**config.mk**
```make
export PLATFORM = sky130hd
export DESIGN_NAME = pc_fetch_unit
export DESIGN_NICKNAME = d
export VERILOG_FILES = /design/src/rtl/pc_fetch_unit.sv
export SDC_FILE = /design/constraint.sdc
export NUM_CORES = 1
export LEC_CHECK = 0
export CAP_MARGIN = 20
export CORE_MARGIN = 8
export CORE_UTILIZATION = 50
export DETAILED_ROUTE_END_ITERATION = 8
export GPL_TIMING_DRIVEN = 0
export HOLD_SLACK_MARGIN = 0.1
export PLACE_DENSITY_LB_ADDON = 0.2
export SYNTH_ARGS = -nofsm -noshare
export SYNTH_HDL_FRONTEND = slang
export SYNTH_SLANG_ARGS = --single-unit
```
**constraint.sdc**
```tcl
create_clock -name CLK -period 11.4 [get_ports CLK]
set_clock_uncertainty 0.1 [all_clocks]
set_input_delay 2.28 -clock CLK [delete_from_list [all_inputs] [get_ports CLK]]
set_output_delay 2.28 -clock CLK [all_outputs]
set_load 0.05 [all_outputs]
```
**src/rtl/pc_fetch_unit.sv**
```systemverilog
// Program counter and single-issue fetch/execute sequencer.
// Holds each fetched instruction through EXEC and advances PC to PC+4 or to the branch/jump target.
module pc_fetch_unit #(
  parameter logic [31:0] RESET_PC = 32'h0000_0000,
  parameter int unsigned PC_STEP  = 4
) (
  input  logic        CLK,
  input  logic        RESET,
  output logic        INSTR_READ,
  input  logic        INSTR_READY,
  input  logic [31:0] INSTR_IN,
  output logic [31:0] INSTRUCTION,
  input  logic        JUMP,
  input  logic        BRANCH_EQ,
  input  logic        BRANCH_NE,
  input  logic        ZERO,
  input  logic signed [7:0] OFFSET,
  input  logic        DATA_BUSYWAIT,
  output logic [31:0] PC,
  output logic [31:0] PC_PLUS4,
  output logic [31:0] PC_TARGET,
  output logic        PC_SEL,
  output logic [31:0] RETIRED
);

  typedef enum logic [1:0] {
    IDLE  = 2'd0,
    FETCH = 2'd1,
    EXEC  = 2'd2
  } state_t;

  state_t      state, state_nxt;
  logic [31:0] pc_q;
  logic [31:0] instr_q;
  logic [31:0] retired_q;
  logic        taken;
  logic        exec_done;

  // Instruction-count offset scaled to bytes: sign-extend, then times four.
  function automatic logic signed [31:0] offset_bytes(input logic signed [7:0] off);
    return {{22{off[7]}}, off, 2'b00};
  endfunction

  always_comb begin
    state_nxt = state;
    case (state)
      IDLE:    state_nxt = FETCH;
      FETCH:   if (INSTR_READY) state_nxt = EXEC;
      EXEC:    if (!DATA_BUSYWAIT) state_nxt = FETCH;
      default: state_nxt = IDLE;
    endcase
  end

  always_comb begin
    PC_PLUS4   = pc_q + PC_STEP;
    PC_TARGET  = PC_PLUS4 + $unsigned(offset_bytes(OFFSET));
    taken      = JUMP | (BRANCH_EQ & ZERO) | (BRANCH_NE & ~ZERO);
    PC_SEL     = (state == EXEC) & taken;
    INSTR_READ = (state == FETCH);
    exec_done  = (state == EXEC) & ~DATA_BUSYWAIT;
  end

  always_ff @(posedge CLK) begin
    if (!RESET) begin
      state     <= IDLE;
      pc_q      <= RESET_PC;
      instr_q   <= '0;
      retired_q <= '0;
    end else begin
      state <= state_nxt;
      if ((state == FETCH) && INSTR_READY)
        instr_q <= INSTR_IN;
      // Decoder inputs only matter on the edge that leaves EXEC.
      if (exec_done) begin
        pc_q      <= PC_SEL ? PC_TARGET : PC_PLUS4;
        retired_q <= retired_q + 32'd1;
      end
    end
  end

  assign PC          = pc_q;
  assign INSTRUCTION = instr_q;
  assign RETIRED     = retired_q;

endmodule

```
==> results.ini <==
[worst_setup_path]
critPathSlowestCell = clkdlybuf4s50_1
cp.required_ns = 9.02
worstPathMaxFanout = 21
start_kind = input pin
cp_num_buf_inv = 4
critical_path_class = in -> out
max_stage_delay_ns = 0.87
cp-end-kind = output pin
cp_cell_sequence = clkdlybuf4s50_1, buf_8, ha_1, clkbuf_1, nand4_1, a211oi_1, o31ai_1, a41oi_1, nand4_1, a221oi_1, clkdlybuf4s50_1
worstRegToRegCells = 15
crit_family = buffers and inverters
path_depth = 11
worstPathArrival_ns = 6.30

[clock_tree]
cts_root_buffer = clkbuf_16
cts_tree = yes
cts_hold_buf = 0
cts_buffers = 9
path_clk_slew_ns = 0.06
numClockSinks = 96
htree_num_levels = 3
cts_resized = 0
post_cts_buffers = 0
clk_latency_ns = 0.34
clockBufferDepth = 2

[placed_design]
dp_hpwl_um = 17400
place.gp.congestion = 1.01
placed_cell_area_um2 = 8660
port_buffers = 202

[hold_path]
hold_path_depth = 2
hold_path_class = reg -> reg

[timing]
hold_viol = 0
tightest_slew_ns = 0.795
timing.slew.headroom_pct = 46.6
max_freq_mhz = 115
fin_crit_sh_pct = 76.2
tns_ns = 0
period_needed_ns = 8.68
rsz0062_at_grt = false
setup_viol = 0
slew_viol_final = 0

[global_route]
antenna_found_initial = 0
grt_max_degree = 22
grt_pass1_wl_um = 34400
overflow = 0
grt_usage_pct = 25.9
grt_pass1_vias = 6679

[logic_synthesis]
synth_async_sr_flop_share_pct = 0
synthTopCellsByArea = dfxtp_1 30%, nand2_1 8.2%, a21oi_1 7.6%, ha_1 7.4%, xnor2_1 6.0%
netlist.area_leader.share_pct = 30.1
synth-seq-cells = 96
synth_edf_count = 0
synth_area_leader_cell = dfxtp_1
netlist_area_um2 = 6390
yosys_most_used_dff = dfxtp_1
yosysSeqAreaShare_pct = 30.1
synth_warnings = 0
synth_cells = 853
syn_area_per_cell_um2 = 7.49
yosysUniqueCellTypes = 67

[final_layout]
syn2layout_area_growth_pct = 40.2
final_layout_size_suffix_gt1_share_pct = 4.46
final_area_um2 = 8950
diodes = 0
fin_nets = 1159

[floorplanning]
fp.dieW_um = 129
core_um2 = 12600
die-area_um2 = 16600
row_count = 41
start_util_pct = 50.8
io_pins = 210
die_h_um = 129

[drt]
drc = 0
routed_wl_um = 22200
num_vias = 7015
antenna_left = 0
viasPerCell = 5.62
dr.first_iter.drc_count = 556
wl_per_cell_um = 17.8
drtPass1Iterations = 5

[power_and_ir_drop]
powerDensity_nw_per_um2 = 94.4
p_leak_uw = 0.00334
peakVddDrop_v = 0.0000993

[outcome]
status = completed

[run]
drv_cap = 0

==> cells in the mapped netlist (3+ instances only) <==
master / number
nand2b_1: 4
a41oi_1: 3
o22ai_1: 4
a31oi_1: 7
nand2_1: 139
o211ai_1: 3
xnor2_1: 44
nand3b_1: 3
a311oi_1: 3
a32oi_1: 3
or2_2: 6
clkbuf_1: 33
buf_2: 7
a221oi_1: 3
a211o_1: 4
o31ai_1: 5
and2_1: 8
and4_1: 5
xor2_1: 35
nor2_1: 84
buf_4: 6
nand4_1: 21
o21a_1: 5
and3_1: 10
o21ai_1: 4
nor2b_1: 4
o21bai_1: 3
o21ai_0: 42
ha_1: 38
a21o_1: 11
a21oi_1: 97
or3_1: 7
dfxtp_1: 96
a22oi_1: 3
a211oi_1: 6
nor3_1: 15
nand3_1: 34
inv_1: 13
==> cell families (layout without fill, tap and decap cells) <==
| kind of cell | after synthesis | in the layout | share of synthesized area [%] |
|---|---|---|---|
| AOI/OAI and AO/OA | 219 | 219 | 20.6 |
| adders and majority gates | 39 | 39 | 7.76 |
| buffers and inverters | 64 | 282 | 4.27 |
| DFF | 96 | 96 | 30.1 |
| muxes | 2 | 2 | 0.313 |
| and+or+nand+nor | 352 | 352 | 25.7 |
| other | 1 | 6 | 0.0587 |
| xor gates and xnor gates | 80 | 80 | 11.2 |
==> final timing paths <==
check | startpoint | endpoint | slack [ns]
min | INSTRUCTION[1] | INSTRUCTION[1] | 0.35
min reg2reg | INSTRUCTION[1] | INSTRUCTION[1] | 0.35
max reg2reg | PC[4] | PC[22] | 7.00
max | OFFSET[7] | PC_TARGET[29] | 2.72
==> sequential cells by signal, summed over array words and instances (netlist names) <==
name	flops
state	2
RETIRED	32
PC	30
INSTRUCTION	32
==> worst min-delay path, delay by kind of cell, from the launching register on <==
kind | cells | cell delay (ns)
flops | 1 | 0.31
simple gates | 1 | 0.05
compound gates | 1 | 0.05
==> per-layer routing <==
metal	track usage (%)	up-vias	wire, um
met5	0	-	0
met4	8.29	0	493
met3	7.76	33	2330
met2	42.6	328	10400
met1	31.8	3222	9020
li1	-	3432	-
==> stage by stage <==
| step | hold slack, ns | util, % | total power (uW) | cells | worst slack (ns) |
|---|---|---|---|---|---|
| after floorplan | 0.473 | - | 475 | 858 | 3.94 |
| after global placement | 0.341 | 68.8 | 544 | 1232 | 2.15 |
| after detailed placement | 0.345 | 68.9 | 545 | 1233 | 2.81 |
| after CTS | 0.354 | 71.2 | 848 | 1248 | 2.80 |
| after global routing | 0.369 | 71.2 | 873 | 1248 | 2.50 |
| final | 0.353 | 71.2 | 845 | 1248 | 2.72 |
==> where the power goes <==
group	internal (uW)	switching, uW
registers	342	5.36
clock network	175	132
logic	66.0	125
==> layout by cell type (no fill, tap or decap), types with 6 or more instances in the layout <==
master / n
ha_1: 38
clkdlybuf4s50_1: 202
nand3_1: 34
buf_4: 6
conb_1: 6
nor2_1: 84
and3_1: 10
nand4_1: 21
nand2_1: 139
a21o_1: 11
dfxtp_1: 96
and2_1: 8
a31oi_1: 7
xor2_1: 35
clkbuf_16: 9
a211oi_1: 6
xnor2_1: 44
buf_2: 7
nor3_1: 15
or2_2: 6
clkbuf_1: 33
or3_1: 7
inv_1: 13
o21ai_0: 42
a21oi_1: 97
==> area by class of cell <==
cell class	count	area (um^2)
Timing Repair Buffer	203	2040
Inverter	15	56.3
Buffer	49	216
Sequential cell	96	1920
Tap cell	172	215
Fill cell	1071	3610
Clock buffer	10	239
Clock inverter	5	57.6
Multi-Input combinational cell	698	4210
Note: power is estimated with default switching activity, not from simulation.
